--- config.mk ---
export PLATFORM = sky130hd
export DESIGN_NAME = sc_frog_move_ctrl_flat
export DESIGN_NICKNAME = d
export VERILOG_FILES = /design/src/rtl/sc_frog_pkg.sv /design/src/rtl/sc_frog_move_ctrl_if.sv /design/src/rtl/sc_frog_repeat_timer.sv /design/src/rtl/sc_frog_move_ctrl.sv /design/src/flat_wrapper.sv
export SDC_FILE = /design/constraint.sdc
export NUM_CORES = 1
export LEC_CHECK = 0
export ABC_AREA = 0
export CORE_ASPECT_RATIO = 1.5
export CORE_MARGIN = 1.5
export CORE_UTILIZATION = 45
export CTS_CLUSTER_DIAMETER = 60
export CTS_CLUSTER_SIZE = 8
export DETAILED_ROUTE_END_ITERATION = 10
export DONT_BUFFER_PORTS = 1
export PLACE_DENSITY_LB_ADDON = 0.3
export SYNTH_ARGS = -nofsm -noshare
export SYNTH_HDL_FRONTEND = slang
export SYNTH_SLANG_ARGS = --single-unit
--- constraint.sdc ---
create_clock -name SC_FROGMOVE_CLOCK_50 -period 4.6 [get_ports SC_FROGMOVE_CLOCK_50]
set_input_delay 0.23 -clock SC_FROGMOVE_CLOCK_50 [delete_from_list [all_inputs] [get_ports SC_FROGMOVE_CLOCK_50]]
set_output_delay 0.23 -clock SC_FROGMOVE_CLOCK_50 [all_outputs]
set_load 0.02 [all_outputs]
--- src/rtl/sc_frog_pkg.sv ---
`default_nettype none
// ---------------------------------------------------------------------------
// sc_frog_pkg : shared states, direction codes and width helper for the frog mover
// Revision    : 1.0
// ---------------------------------------------------------------------------
package sc_frog_pkg;

  typedef enum logic [2:0] {
    ST_IDLE  = 3'd0,
    ST_INIT  = 3'd1,
    ST_CHECK = 3'd2,
    ST_MOVE  = 3'd3,
    ST_HOLD  = 3'd4
  } state_t;

  localparam logic [1:0] DIR_UP    = 2'd0;
  localparam logic [1:0] DIR_DOWN  = 2'd1;
  localparam logic [1:0] DIR_LEFT  = 2'd2;
  localparam logic [1:0] DIR_RIGHT = 2'd3;

  // Bits needed to index n items, never less than one.
  function automatic int width_of(input int n);
    return (n > 1) ? $clog2(n) : 1;
  endfunction

  // Maps a direction code onto the {up, down, left, right} pressed-vector layout.
  function automatic logic [3:0] dir_mask(input logic [1:0] d);
    logic [3:0] m;
    m = 4'b0000;
    case (d)
      DIR_UP:    m = 4'b1000;
      DIR_DOWN:  m = 4'b0100;
      DIR_LEFT:  m = 4'b0010;
      DIR_RIGHT: m = 4'b0001;
      default:   m = 4'b0000;
    endcase
    return m;
  endfunction

endpackage
`default_nettype wire

--- src/rtl/sc_frog_move_ctrl_if.sv ---
`default_nettype none
// ---------------------------------------------------------------------------
// sc_frog_move_ctrl_if : button inputs and position/pulse outputs of the frog mover
// Revision             : 1.0
// ---------------------------------------------------------------------------
interface sc_frog_move_ctrl_if #(
  parameter int COLS = 8,
  parameter int ROWS = 8
);
  import sc_frog_pkg::*;

  localparam int CW = width_of(COLS);
  localparam int RW = width_of(ROWS);

  logic            SC_FROGMOVE_startGame_InLow;
  logic            SC_FROGMOVE_upButton_InLow;
  logic            SC_FROGMOVE_downButton_InLow;
  logic            SC_FROGMOVE_leftButton_InLow;
  logic            SC_FROGMOVE_rightButton_InLow;
  logic            SC_FROGMOVE_enable_InHigh;
  logic [CW-1:0]   SC_FROGMOVE_col_Out;
  logic [RW-1:0]   SC_FROGMOVE_row_Out;
  logic [COLS-1:0] SC_FROGMOVE_colOneHot_Out;
  logic            SC_FROGMOVE_move_Out;
  logic            SC_FROGMOVE_blocked_Out;
  logic            SC_FROGMOVE_goal_Out;
  logic            SC_FROGMOVE_active_Out;

  modport master (
    output SC_FROGMOVE_startGame_InLow, SC_FROGMOVE_upButton_InLow,
           SC_FROGMOVE_downButton_InLow, SC_FROGMOVE_leftButton_InLow,
           SC_FROGMOVE_rightButton_InLow, SC_FROGMOVE_enable_InHigh,
    input  SC_FROGMOVE_col_Out, SC_FROGMOVE_row_Out, SC_FROGMOVE_colOneHot_Out,
           SC_FROGMOVE_move_Out, SC_FROGMOVE_blocked_Out, SC_FROGMOVE_goal_Out,
           SC_FROGMOVE_active_Out
  );

  modport slave (
    input  SC_FROGMOVE_startGame_InLow, SC_FROGMOVE_upButton_InLow,
           SC_FROGMOVE_downButton_InLow, SC_FROGMOVE_leftButton_InLow,
           SC_FROGMOVE_rightButton_InLow, SC_FROGMOVE_enable_InHigh,
    output SC_FROGMOVE_col_Out, SC_FROGMOVE_row_Out, SC_FROGMOVE_colOneHot_Out,
           SC_FROGMOVE_move_Out, SC_FROGMOVE_blocked_Out, SC_FROGMOVE_goal_Out,
           SC_FROGMOVE_active_Out
  );

endinterface
`default_nettype wire

--- src/rtl/sc_frog_repeat_timer.sv ---
`default_nettype none
// ---------------------------------------------------------------------------
// sc_frog_repeat_timer : clear/increment counter with terminal-count compare
// Revision             : 1.0
// ---------------------------------------------------------------------------
module sc_frog_repeat_timer #(
  parameter int TW = 1
) (
  input  logic          clk,
  input  logic          rst,
  input  logic          clear,
  input  logic          inc,
  input  logic [TW-1:0] tc,
  output logic          done
);

  logic [TW-1:0] count;

  always_ff @(posedge clk) begin
    if (rst || clear) begin
      count <= '0;
    end else if (inc) begin
      count <= count + 1'b1;
    end
  end

  assign done = (count == tc);

endmodule
`default_nettype wire

--- src/rtl/sc_frog_move_ctrl.sv ---
`default_nettype none
// ---------------------------------------------------------------------------
// sc_frog_move_ctrl : frog position FSM with edge clamping, goal detect and auto-repeat
// Revision          : 1.0
// ---------------------------------------------------------------------------
module sc_frog_move_ctrl
  import sc_frog_pkg::*;
#(
  parameter int COLS         = 8,
  parameter int ROWS         = 8,
  parameter int START_COL    = 3,
  parameter int START_ROW    = 0,
  parameter int REPEAT_DELAY = 25000000,
  parameter int REPEAT_RATE  = 5000000
) (
  input logic                SC_FROGMOVE_CLOCK_50,
  input logic                SC_FROGMOVE_RESET_InHigh,
  sc_frog_move_ctrl_if.slave bus
);

  localparam int CW   = width_of(COLS);
  localparam int RW   = width_of(ROWS);
  localparam int TMAX = (REPEAT_DELAY > REPEAT_RATE) ? REPEAT_DELAY : REPEAT_RATE;
  localparam int TW   = width_of(TMAX + 1);

  localparam logic [CW-1:0] COL_START = CW'(START_COL);
  localparam logic [CW-1:0] COL_LAST  = CW'(COLS - 1);
  localparam logic [RW-1:0] ROW_START = RW'(START_ROW);
  localparam logic [RW-1:0] ROW_LAST  = RW'(ROWS - 1);
  localparam logic [RW-1:0] ROW_PRE   = RW'(ROWS - 2);
  localparam logic [TW-1:0] DELAY_TC  = TW'((REPEAT_DELAY > 0) ? REPEAT_DELAY - 1 : 0);
  localparam logic [TW-1:0] RATE_TC   = TW'((REPEAT_RATE > 0) ? REPEAT_RATE - 1 : 0);
  localparam bit            REPEAT_EN = (REPEAT_DELAY != 0);

  logic clk;
  logic rst;
  assign clk = SC_FROGMOVE_CLOCK_50;
  assign rst = SC_FROGMOVE_RESET_InHigh;

  state_t        state;
  logic [CW-1:0] col;
  logic [RW-1:0] row;
  logic [1:0]    dir;
  logic          rep;

  logic [4:0]    pressed;   // {start, up, down, left, right}, 1 = held
  logic          all_released;
  logic          only_dir;
  logic          target_ok;
  logic          timer_clear;
  logic          timer_inc;
  logic          timer_done;
  logic [TW-1:0] timer_tc;

  assign pressed = ~{bus.SC_FROGMOVE_startGame_InLow, bus.SC_FROGMOVE_upButton_InLow,
                     bus.SC_FROGMOVE_downButton_InLow, bus.SC_FROGMOVE_leftButton_InLow,
                     bus.SC_FROGMOVE_rightButton_InLow};
  assign all_released = (pressed == 5'b00000);
  assign only_dir     = (pressed == {1'b0, dir_mask(dir)});
  assign timer_tc     = rep ? RATE_TC : DELAY_TC;

  always_comb begin
    target_ok = 1'b0;
    case (dir)
      DIR_UP:    target_ok = (row != ROW_LAST);
      DIR_DOWN:  target_ok = (row != '0);
      DIR_LEFT:  target_ok = (col != '0);
      DIR_RIGHT: target_ok = (col != COL_LAST);
      default:   target_ok = 1'b0;
    endcase
  end

  // Timer runs only while the latched direction alone is held; pause freezes it.
  always_comb begin
    timer_clear = 1'b1;
    timer_inc   = 1'b0;
    if (state == ST_HOLD && !all_released) begin
      if (!bus.SC_FROGMOVE_enable_InHigh) begin
        timer_clear = 1'b0;
      end else if (REPEAT_EN && only_dir && !timer_done) begin
        timer_clear = 1'b0;
        timer_inc   = 1'b1;
      end
    end
  end

  sc_frog_repeat_timer #(.TW(TW)) u_timer (
    .clk   (clk),
    .rst   (rst),
    .clear (timer_clear),
    .inc   (timer_inc),
    .tc    (timer_tc),
    .done  (timer_done)
  );

  always_ff @(posedge clk) begin
    if (rst) begin
      state <= ST_IDLE;
      col   <= COL_START;
      row   <= ROW_START;
      dir   <= DIR_UP;
      rep   <= 1'b0;
    end else begin
      case (state)
        ST_IDLE: begin
          if (pressed[4]) state <= ST_INIT;
        end
        ST_INIT: begin
          col   <= COL_START;
          row   <= ROW_START;
          rep   <= 1'b0;
          state <= ST_CHECK;
        end
        ST_CHECK: begin
          if (bus.SC_FROGMOVE_enable_InHigh) begin
            if (pressed[4]) begin
              state <= ST_INIT;
            end else if (pressed[3]) begin
              dir <= DIR_UP;    state <= ST_MOVE;
            end else if (pressed[2]) begin
              dir <= DIR_DOWN;  state <= ST_MOVE;
            end else if (pressed[1]) begin
              dir <= DIR_LEFT;  state <= ST_MOVE;
            end else if (pressed[0]) begin
              dir <= DIR_RIGHT; state <= ST_MOVE;
            end
          end
        end
        ST_MOVE: begin
          if (target_ok) begin
            case (dir)
              DIR_UP:    row <= row + 1'b1;
              DIR_DOWN:  row <= row - 1'b1;
              DIR_LEFT:  col <= col - 1'b1;
              default:   col <= col + 1'b1;
            endcase
          end
          state <= ST_HOLD;
        end
        ST_HOLD: begin
          if (all_released) begin
            rep   <= 1'b0;
            state <= ST_CHECK;
          end else if (bus.SC_FROGMOVE_enable_InHigh && REPEAT_EN && only_dir && timer_done) begin
            rep   <= 1'b1;
            state <= ST_MOVE;
          end
        end
        default: state <= ST_IDLE;
      endcase
    end
  end

  assign bus.SC_FROGMOVE_col_Out       = col;
  assign bus.SC_FROGMOVE_row_Out       = row;
  assign bus.SC_FROGMOVE_colOneHot_Out = COLS'(1) << col;
  assign bus.SC_FROGMOVE_move_Out      = (state == ST_MOVE) && target_ok;
  assign bus.SC_FROGMOVE_blocked_Out   = (state == ST_MOVE) && !target_ok;
  assign bus.SC_FROGMOVE_goal_Out      = (state == ST_MOVE) && target_ok &&
                                         (dir == DIR_UP) && (row == ROW_PRE);
  assign bus.SC_FROGMOVE_active_Out    = (state != ST_IDLE);

endmodule
`default_nettype wire

--- src/flat_wrapper.sv ---
// flat-port wrapper written by rule: the top's interface ports become plain ports
module sc_frog_move_ctrl_flat import sc_frog_pkg::*;
#(
  parameter int COLS         = 8,
  parameter int ROWS         = 8,
  parameter int START_COL    = 3,
  parameter int START_ROW    = 0,
  parameter int REPEAT_DELAY = 25000000,
  parameter int REPEAT_RATE  = 5000000
)
  (SC_FROGMOVE_CLOCK_50, SC_FROGMOVE_RESET_InHigh, bus_SC_FROGMOVE_startGame_InLow, bus_SC_FROGMOVE_upButton_InLow, bus_SC_FROGMOVE_downButton_InLow, bus_SC_FROGMOVE_leftButton_InLow, bus_SC_FROGMOVE_rightButton_InLow, bus_SC_FROGMOVE_enable_InHigh, bus_SC_FROGMOVE_col_Out, bus_SC_FROGMOVE_row_Out, bus_SC_FROGMOVE_colOneHot_Out, bus_SC_FROGMOVE_move_Out, bus_SC_FROGMOVE_blocked_Out, bus_SC_FROGMOVE_goal_Out, bus_SC_FROGMOVE_active_Out);
  sc_frog_move_ctrl_if #(.COLS(COLS), .ROWS(ROWS)) bus_i ();
  input logic SC_FROGMOVE_CLOCK_50;
  input logic SC_FROGMOVE_RESET_InHigh;
  input wire logic [$bits(bus_i.SC_FROGMOVE_startGame_InLow)-1:0] bus_SC_FROGMOVE_startGame_InLow;
  input wire logic [$bits(bus_i.SC_FROGMOVE_upButton_InLow)-1:0] bus_SC_FROGMOVE_upButton_InLow;
  input wire logic [$bits(bus_i.SC_FROGMOVE_downButton_InLow)-1:0] bus_SC_FROGMOVE_downButton_InLow;
  input wire logic [$bits(bus_i.SC_FROGMOVE_leftButton_InLow)-1:0] bus_SC_FROGMOVE_leftButton_InLow;
  input wire logic [$bits(bus_i.SC_FROGMOVE_rightButton_InLow)-1:0] bus_SC_FROGMOVE_rightButton_InLow;
  input wire logic [$bits(bus_i.SC_FROGMOVE_enable_InHigh)-1:0] bus_SC_FROGMOVE_enable_InHigh;
  output wire logic [$bits(bus_i.SC_FROGMOVE_col_Out)-1:0] bus_SC_FROGMOVE_col_Out;
  output wire logic [$bits(bus_i.SC_FROGMOVE_row_Out)-1:0] bus_SC_FROGMOVE_row_Out;
  output wire logic [$bits(bus_i.SC_FROGMOVE_colOneHot_Out)-1:0] bus_SC_FROGMOVE_colOneHot_Out;
  output wire logic [$bits(bus_i.SC_FROGMOVE_move_Out)-1:0] bus_SC_FROGMOVE_move_Out;
  output wire logic [$bits(bus_i.SC_FROGMOVE_blocked_Out)-1:0] bus_SC_FROGMOVE_blocked_Out;
  output wire logic [$bits(bus_i.SC_FROGMOVE_goal_Out)-1:0] bus_SC_FROGMOVE_goal_Out;
  output wire logic [$bits(bus_i.SC_FROGMOVE_active_Out)-1:0] bus_SC_FROGMOVE_active_Out;
  assign bus_i.SC_FROGMOVE_startGame_InLow = bus_SC_FROGMOVE_startGame_InLow;
  assign bus_i.SC_FROGMOVE_upButton_InLow = bus_SC_FROGMOVE_upButton_InLow;
  assign bus_i.SC_FROGMOVE_downButton_InLow = bus_SC_FROGMOVE_downButton_InLow;
  assign bus_i.SC_FROGMOVE_leftButton_InLow = bus_SC_FROGMOVE_leftButton_InLow;
  assign bus_i.SC_FROGMOVE_rightButton_InLow = bus_SC_FROGMOVE_rightButton_InLow;
  assign bus_i.SC_FROGMOVE_enable_InHigh = bus_SC_FROGMOVE_enable_InHigh;
  assign bus_SC_FROGMOVE_col_Out = bus_i.SC_FROGMOVE_col_Out;
  assign bus_SC_FROGMOVE_row_Out = bus_i.SC_FROGMOVE_row_Out;
  assign bus_SC_FROGMOVE_colOneHot_Out = bus_i.SC_FROGMOVE_colOneHot_Out;
  assign bus_SC_FROGMOVE_move_Out = bus_i.SC_FROGMOVE_move_Out;
  assign bus_SC_FROGMOVE_blocked_Out = bus_i.SC_FROGMOVE_blocked_Out;
  assign bus_SC_FROGMOVE_goal_Out = bus_i.SC_FROGMOVE_goal_Out;
  assign bus_SC_FROGMOVE_active_Out = bus_i.SC_FROGMOVE_active_Out;
  sc_frog_move_ctrl #(.COLS(COLS), .ROWS(ROWS), .START_COL(START_COL), .START_ROW(START_ROW), .REPEAT_DELAY(REPEAT_DELAY), .REPEAT_RATE(REPEAT_RATE)) u_core (.SC_FROGMOVE_CLOCK_50(SC_FROGMOVE_CLOCK_50), .SC_FROGMOVE_RESET_InHigh(SC_FROGMOVE_RESET_InHigh), .bus(bus_i));
endmodule
; Word level (Yosys, flattened, before mapping)
; Cells that the tools add are included.
[totals]
input_bits = 8
mem_bits_rw = 0
memories = 0
rom_bits = 0
latchBits = 0
reg_bits = 37
[op_classes]
n_bitwise = 2
n_lt_le_gt_ge = 0
div = 0
addsub = 5
n_mul = 0
muxes = 32
n_reduce_logical = 27
shift = 1
n_eq_ne = 19
[ops]
columns = operator, count
row1 = 3-bit two-way mux, 11
row2 = "25-bit by 1-bit adder with 25-bit output, second input constant", 1
row3 = 25-bit == test, 1
row4 = 25-bit two-way mux, 1
row5 = 3-bit case mux with 2 select lines, 4
row6 = 4-bit case mux with 4 select lines, 1
row7 = 3-bit case mux with 5 select lines, 1
row8 = "3-bit != test, second input constant", 3
row9 = 3-bit nonzero test, 3
row10 = 1-bit logical AND, 8
row11 = 1-bit two-way mux, 8
row12 = 2-bit two-way mux, 4
row13 = 4-bit AND reduction, 2
row14 = "1-bit by 3-bit << shifter with 8-bit output, first input constant", 1
row15 = "3-bit by 1-bit adder with 3-bit output, second input constant", 2
row16 = "3-bit by 2-bit == test with 1-bit output, second input constant", 2
row17 = "3-bit == test, second input constant", 2
row18 = "6-bit by 1-bit != test with 1-bit output, second input constant", 1
row19 = 3-bit AND reduction, 2
row20 = "3-bit by 1-bit subtractor with 3-bit output, second input constant", 2
row21 = 5-bit by 4-bit == test with 1-bit output, 1
row22 = 5-bit logical NOT, 1
row23 = 5-bit inverter, 1
row24 = "2-bit == test, second input constant", 2
row25 = other kinds (16), 21

; Logic depth before layout (Yosys ltp)
; Gate-level depths: netlist of the first run.
[depth]
depth_word = 8
ltp_mapped = 9
ltp_nobuf = 8

; By module
; Synthesis of the first run repeated with hierarchy kept, for this count alone.
[unflattened]
hier_cells = 302
area_unflattened_um2 = 2501.1
[by_module_without_submodules]
columns = mod, cells_per_inst, instances, area_per_inst_um2
row1 = sc_frog_repeat_timer, 174, 1, 1468.9
row2 = sc_frog_move_ctrl, 128, 1, 1032.2

; Worst setup path after synthesis of the first run
; No wires, ideal clock.
[synth_path]
path_kind = reg2out
startpoint = register u_core.dir[1]
endpoint = output port bus_SC_FROGMOVE_goal_Out
n_path_buf = 0
path_slack_ns = 2.281
stages_incl_launch_ff = 6
arrival_ns = 2.089
t_required_ns = 4.370
cell_sequence = dfxtp_1 -> ha_1 -> and4b_1 -> a211oi_1 -> o21ba_2 -> nor4bb_1
[synth_between]
elab_chain_len = 5
word_cells_on_any_way = 8
cone_classes = eq/ne: 3 / mux: 1 / reduce/logical: 4
[synth_rtl]
columns = item, line_no
row1 = from (decl), sc_frog_move_ctrl.sv:43  ; logic [1:0] dir;
row2 = from (signal assigned), sc_frog_move_ctrl.sv:101  ; dir <= DIR_UP;
row3 = from (signal assigned), sc_frog_move_ctrl.sv:119  ; dir <= DIR_UP; state <= ST_MOVE;
row4 = from (signal assigned), sc_frog_move_ctrl.sv:121  ; dir <= DIR_DOWN; state <= ST_MOVE;
row5 = "2-bit == test, or another cell as far along", sc_frog_move_ctrl.sv:64  ; case (dir)
row6 = 1-bit case mux with 4 select lines (*), sc_frog_move_ctrl.sv:64
row7 = 1-bit logical AND (*), -
row8 = net bus_SC_FROGMOVE_move_Out, flat_wrapper.sv:24  ; output wire logic [$bits(bus_i.SC_FROGMOVE_move_Out)-1:0] bus_SC_FROGMOVE_move_Out;
row9 = 1-bit logical AND (*), sc_frog_move_ctrl.sv:159  ; assign bus.SC_FROGMOVE_goal_Out = (state == ST_MOVE) && target_ok &&
row10 = 1-bit logical AND (*), sc_frog_move_ctrl.sv:160  ; (dir == DIR_UP) && (row == ROW_PRE);
row11 = to (decl), flat_wrapper.sv:26  ; output wire logic [$bits(bus_i.SC_FROGMOVE_goal_Out)-1:0] bus_SC_FROGMOVE_goal_Out;
; The timed path passes the listed nets; every way through them passes the cells marked *.

; Final worst setup path of the first run
[layout_path]
startpoint = register u_core.col[2] (netlist: u_core.bus.SC_FROGMOVE_col_Out[2])
endpoint = output port bus_SC_FROGMOVE_goal_Out
[layout_between]
elab_chain_len = 5
word_cells_on_any_way = 6
cone_classes = eq/ne: 1 / mux: 1 / reduce/logical: 4
[layout_rtl]
columns = item, line_no
row1 = from (decl), sc_frog_move_ctrl.sv:41  ; logic [CW-1:0] col;
row2 = from (signal assigned), sc_frog_move_ctrl.sv:134  ; DIR_LEFT: col <= col - 1'b1;
row3 = from (signal assigned), sc_frog_move_ctrl.sv:135  ; default: col <= col + 1'b1;
row4 = 3-bit != test or 3-bit nonzero test (tied branches), "sc_frog_move_ctrl.sv:68, sc_frog_move_ctrl.sv:67"
row5 = 1-bit case mux with 4 select lines (*), sc_frog_move_ctrl.sv:64
row6 = 1-bit logical AND (*), -
row7 = net bus_SC_FROGMOVE_move_Out, flat_wrapper.sv:24
row8 = 1-bit logical AND (*), sc_frog_move_ctrl.sv:159
row9 = 1-bit logical AND (*), sc_frog_move_ctrl.sv:160
; Marks and branches as above.

==> results.md, run 1 <==
- Vias in the first global route: 2315
- Leading cell types in the layout, fill and taps excluded: 37 x dfxtp_1, 28 x nand2_1, 21 x or4_1
- Commonest non-fill, non-tap cell in the layout: dfxtp_1
- Clock transition at path regs: 0.08 ns
- Hold path startpoint: SC_FROGMOVE_RESET_InHigh
- Seq/Total Area, Yosys: 0.281
- FFs w/ async S/R, synth: 0
- WP buf/inv: 0
- Clock Skew: 0.00665 ns
- Gr ovfl total: 0
- Static Leak: 0.000716 uW
- WL met1: 2440 um
- Worst ir drop on vdd: 153 uV
- Worst Max-Slew Pin Slew: 0.902 ns
- Data required time of the worst path: 4.37 ns
- Vias per Instance: 6.61
- Minimum clock period: 2.94 ns
- Clock root cell: clkbuf_8
- CP Class: reg -> out
- Initial antenna violation count: 0
- Max clock buf depth: 2
- Critical Path Max Stage Delay: 0.75 ns
- Max Slew Vio Count: 0
- RePlAce Congestion: 0.841
- Routed vias: 2439
- Worst Reg-to-Reg Cells: 8
- CORE AREA: 5740 sq um
- Reg2reg setup slack: 1.89 ns
- FP Rows: 34
- Diodes inserted: 0
- Fin area: 2770 sq um
- Count of different cell masters after synthesis: 57
- Unrepaired setup endpoints after global routing: false
- CTS tree: done
- Synth Flop Type: dfxtp_1
- Gr usage total: 0.205
- CTS sink count: 37
- Post-Syn Nets: 318
- Share of layout cells above drive strength 1: 0.152
- Register Area: 741 sq um
- Cell area after synthesis: 2640 sq um
- Post-Synthesis Mean Instance Area: 8.76 sq um
- Synth warn: 0
- Cell area power density: 238 nW/um^2
- Die Footprint: 6340 sq um
- CP max-delay cell: nor4bb_1
- Final Power: 658 uW
- Result of the run: complete, no violations
- Number of port buffers: 0
- Fillcell total: 585
- Worst r2r src: u_core.dir[1]
- Post-CTS Repair Setup Buffers: 0
- Setup crit start kind: flop
- P&R area growth vs syn: 5.03%
- Met3 wire length: 219 um
- CP cell instances: and3_1 -> a211oi_1 -> o21ba_2 -> nor4bb_1
- Nets: 313
- Final setup fails: 0
- Min-delay worst type: in -> reg
- Worst skew pair latency: 0.29 ns
- H-tree depth: 2
- Crit-path leading delay family: simple AND/OR/NAND/NOR gates
- Worst Path Max Fanout: 13
- DP HPWL: 4390 um
- Number of synthesized flops with an enable pin: 0
- Initial Util: 0.459
- Crit share post-route: 0.639
- F_max: 340 MHz
- Chip width: 65.5 um
- #FFs+latches synth: 37
- Largest net degree at the start of global routing: 51
- IO Count: 26
- Hold Slack: 0.0263 ns
- Area taken by multi-input logic gates: 1760 sq um
- First-pass GRT wire length: 10500 um
- Final hold vios: 0
- Syn Inst Count: 301
- WL final: 6260 um
- Setup TNS: 0 ns
- DR WL/cell: 17.0 um
- Relative slew margins: 0.390
- Num CTS Buffers: 5
- Maxcap violations: 0
- Crit path arrival time: 2.71 ns
- Final ANT Viol Nets: 0
- Max layer used: met4
- Reg-to-Reg End: u_core.u_timer.count[5]
- WL met2: 3410 um
- Hold Path Sink: u_core.bus.SC_FROGMOVE_col_Out[0]
- Post-CTS resize count: 0
- Crit end category: output port
- Initial DRC Count: 135
- DRC viols: 0
- Worst hold path stage count: 1
- DRT Pass-1 Iters: 4
- Die H: 96.7 um
- Post-DP Area: 2650 sq um
==> kinds of logic (layout without fill, tap and decap cells) <==
group           Yosys count  count (layout)  synth area share
buf+inv                  26              22            0.0527
simple gates            137             137             0.310
mux                       3               3            0.0123
flops                    37              37             0.281
xor+xnor                  5               5            0.0166
compound gates           84              84             0.279
fa+ha+maj                 9               9            0.0484
==> synth_stat cells, types with 3 or more instances <==
cell type  instances  area (sq um)
ha_1               7          87.6
a21oi_1            3          15.0
nor4_1             4          25.0
dfxtp_1           37           741
nand3_1           13          65.1
a211oi_2          19           238
o31ai_1           20           150
inv_1              7          26.3
a211oi_1           8          60.1
or3_1              4          25.0
and3_1             6          37.5
and2_1             3          18.8
or4_1             21           158
nand4_1           12          75.1
o21ai_0            9          45.0
and4_1             5          43.8
nor2_1            11          41.3
o41ai_1            4          35.0
nand2_1           28           105
a21o_1             5          37.5
clkbuf_1          11          41.3
nor3_1             8          40.0
xnor2_1            5          43.8
a31oi_1            4          25.0
buf_6              5          56.3
nand2b_1           5          31.3
or4b_1             3          30.0
==> power by group <==
group          leakage [uW]  switching [uW]  internal [uW]  total [uW]
registers          0.000299            12.1            325         337
logic              0.000363            42.7           22.6        65.3
clock network     0.0000542             120            136         256
==> flip-flops by register name, indices dropped and copies added (netlist names) <==
signal and flops:
u_core.u_timer.count 25, u_core.bus.SC_FROGMOVE_col_Out 3, u_core.bus.SC_FROGMOVE_row_Out 3, u_core.state 3, u_core.dir 2, u_core.rep 1
==> final cells by class <==
type	instances	share of cell area
clock buffers	7	0.0348
clock inverters	1	0.00181
inverters	8	0.0108
multi-input cells	238	0.634
flip-flops and latches	37	0.268
well taps	72	0.0325
repair buffers	6	0.0181
==> how the worst max path moves through the flow <==
stage	start	to	slack, ns	cells after the start
final	u_core.bus.SC_FROGMOVE_col_Out[2]	bus_SC_FROGMOVE_goal_Out	1.66	4
after global routing	u_core.bus.SC_FROGMOVE_col_Out[2]	bus_SC_FROGMOVE_goal_Out	1.50	4
after CTS	u_core.bus.SC_FROGMOVE_col_Out[2]	bus_SC_FROGMOVE_goal_Out	1.65	4
after detailed placement	u_core.dir[1]	u_core.u_timer.count[5]	1.92	8
after global placement	u_core.bus.SC_FROGMOVE_col_Out[2]	bus_SC_FROGMOVE_goal_Out	2.03	4
after floorplan	u_core.dir[1]	bus_SC_FROGMOVE_goal_Out	2.28	5
==> stage by stage <==
step,cells,utilization,worst slack [ns]
final,369,0.482,1.66
after global routing,369,0.482,1.50
after CTS,368,0.480,1.65
after detailed placement,359,0.461,1.92
after global placement,359,0.461,2.03
after floorplan,301,-,2.28
==> metal layers <==
metal | vias to the layer above | global-route usage
li1 | 1180 | -
met4 | 0 | 0.0817
met1 | 1188 | 0.223
met3 | 14 | 0.0360
met5 | - | 0
met2 | 57 | 0.379
==> timing repair <==
| item | in CTS | in global routing |
|---|---|---|
| endpoints found under the setup margin | 0 | 0 |
| hold endpoints to repair | 6 | 1 |
| hold buffers | 1 | 1 |
Note: power is estimated with default switching activity, not from simulation.
==> run 2, diff against run 1 <==
==> constraint.sdc (replaced) <==
create_clock -name SC_FROGMOVE_CLOCK_50 -period 2.7 [get_ports SC_FROGMOVE_CLOCK_50]
set_input_delay 0.135 -clock SC_FROGMOVE_CLOCK_50 [delete_from_list [all_inputs] [get_ports SC_FROGMOVE_CLOCK_50]]
set_output_delay 0.135 -clock SC_FROGMOVE_CLOCK_50 [all_outputs]
set_load 0.02 [all_outputs]
==> results.md, run 2 (synthesis results as in run 1) <==
- WP buf/inv: 1 (was 0)
- Worst ir drop on vdd: 175 uV (was 153 uV)
- CORE AREA: 5740 sq um (unchanged)
- Routed vias: 2455 (was 2439)
- Initial antenna violation count: 0 (unchanged)
- Gr ovfl total: 0 (unchanged)
- F_max: 398 MHz
- Gr usage total: 0.223 (was 0.205)
- Largest register by flop count: u_core.u_timer.count (unchanged)
- Initial DRC Count: 122 (was 135)
- Setup crit start kind: flop (unchanged)
- Vias in the first global route: 2404 (was 2315)
- CP max-delay cell: a211oi_1 (was nor4bb_1)
- Unrepaired setup endpoints after global routing: false (unchanged)
- H-tree depth: 2 (unchanged)
- Clock transition at path regs: 0.07 ns (was 0.08 ns)
- Chip width: 65.5 um (unchanged)
- Setup TNS: 0 ns (unchanged)
- Nets: 323 (was 313)
- Initial Util: 0.459 (unchanged)
- Crit end category: output port (unchanged)
- Maxcap violations: 0 (unchanged)
- Final ANT Viol Nets: 0 (unchanged)
- Relative slew margins: 0.472 (was 0.390)
- Static Leak: 0.000754 uW (was 0.000716 uW)
- Final Power: 1070 uW (was 658 uW)
- CTS tree: done (unchanged)
- CP cell instances: ha_1 -> and4b_1 -> a211oi_1 -> o21ba_2 -> nor4bb_1 -> buf_4 (was and3_1 -> a211oi_1 -> o21ba_2 -> nor4bb_1)
- Max reg flops: 25 (unchanged)
- Vias per Instance: 6.51 (was 6.61)
- Worst Path Max Fanout: 5 (was 13)
- Num CTS Buffers: 5 (unchanged)
- Clock Skew: 0.00349 ns (was 0.00665 ns)
- First-pass GRT wire length: 11400 um (was 10500 um)
- CTS sink count: 37 (unchanged)
- Crit share post-route: 0.929
- Data required time of the worst path: 2.57 ns (was 4.37 ns)
- DRC viols: 0 (unchanged)
- DP HPWL: 4880 um (was 4390 um)
- Result of the run: complete, no violations (unchanged)
- CP Class: reg -> out (unchanged)
- Worst Max-Slew Pin Slew: 0.787 ns (was 0.902 ns)
- WL final: 6700 um (was 6260 um)
- P&R area growth vs syn: 6.98% (was 5.03%)
- Number of port buffers: 0 (unchanged)
- Final setup fails: 0 (unchanged)
- DR WL/cell: 17.8 um (was 17.0 um)
- Worst skew pair latency: 0.29 ns (about the same)
- Max clock buf depth: 2 (unchanged)
- FP Rows: 34 (unchanged)
- Crit-path leading delay family: compound AO/OA/AOI/OAI gates (was simple AND/OR/NAND/NOR gates)
- Final hold vios: 0 (unchanged)
- Share of layout cells above drive strength 1: 0.180 (was 0.152)
- Cell area power density: 378 nW/um^2 (was 238 nW/um^2)
- Crit path arrival time: 2.37 ns (was 2.71 ns)
- Clock root cell: clkbuf_8 (unchanged)
- IO Count: 26 (unchanged)
- Fillcell total: 589 (was 585)
- Leading cell types in the layout, fill and taps excluded: 37 x dfxtp_1, 28 x nand2_1, 21 x or4_1 (unchanged)
- Post-CTS Repair Setup Buffers: 0 (unchanged)
- Diodes inserted: 0 (unchanged)
- Critical Path Max Stage Delay: 0.49 ns (was 0.75 ns)
- Max Slew Vio Count: 0 (unchanged)
- Die H: 96.7 um (unchanged)
- Minimum clock period: 2.51 ns
- Commonest non-fill, non-tap cell in the layout: dfxtp_1 (unchanged)
- RePlAce Congestion: 0.902 (was 0.841)
- Die Footprint: 6340 sq um (unchanged)
- Largest net degree at the start of global routing: 33 (was 51)
- DRT Pass-1 Iters: 4 (unchanged)
- Min-delay worst type: in -> reg (unchanged)
run 2: cell count changes in the layout (fill, tap and decap cells not counted), sizes merged:
| cell | change |
|---|---|
| buf | +11 |
| clkbuf | -2 |
| dlygate4sd3 | -1 |
run 2: worst reg2reg max path, stage by stage (launching register included):
cell and delay (ns):
dfxtp_1 0.38, inv_1 0.11, ha_1 0.29, xnor2_1 0.17, nor4_2 0.24, nand2_1 0.21, buf_4 0.24, or4_1 0.49
a211oi_1 0.24
run 2: stage by stage:
step                      area [sq um]  utilization  hold WS, ns  setup slack [ns]  std cells
final                             2820        0.491       0.0261             0.190        377
after global routing              2820        0.491       0.0368            0.0177        377
after CTS                         2810        0.490       0.0183             0.129        377
after detailed placement          2730        0.475        0.207             0.151        370
after global placement            2730        0.475        0.202             0.272        370
after floorplan                   2640            -        0.293             0.450        301
run 2: layout make-up:
type                    instances  area [sq um]  share of cell area
inverters                       8          30.0              0.0106
repair buffers                 16           123              0.0435
flip-flops and latches         37           741               0.263
clock buffers                   5          68.8              0.0244
well taps                      72          90.1              0.0319
clock inverters                 1          5.00             0.00177
multi-input cells             238          1760               0.625
run 2: path summary, 6_finish.rpt:
path	start	depth (start not counted)	slack (ns)	to
hold reg to reg	u_core.state[0]	1	0.52	u_core.state[0]
hold / removal	SC_FROGMOVE_RESET_InHigh	2	0.03	u_core.state[1]
setup / recovery	u_core.dir[1]	6	0.19	bus_SC_FROGMOVE_goal_Out
setup reg to reg	u_core.dir[1]	8	0.25	u_core.u_timer.count[19]
run 2: metal layers:
metal / GRT usage / vias to the layer above / wire, um
li1: - / 1203 / -
met3: 0.0419 / 11 / 208
met5: 0 / - / 0
met4: 0.0737 / 0 / 125
met1: 0.243 / 1191 / 2670
met2: 0.417 / 50 / 3690
run 2: power by group:
part | internal, uW | switching [uW] | total, uW | leakage, uW
clock network | 170 | 200 | 370 | 0.0000399
logic | 44.8 | 85.9 | 131 | 0.000415
registers | 553 | 12.3 | 566 | 0.000299
run 2: repair_timing:
action                                  4_1_cts  5_1_grt
hold buffers                                  1        0
gates resized for setup                       0        1
hold endpoints to repair                     10        0
endpoints found under the setup margin        0       22
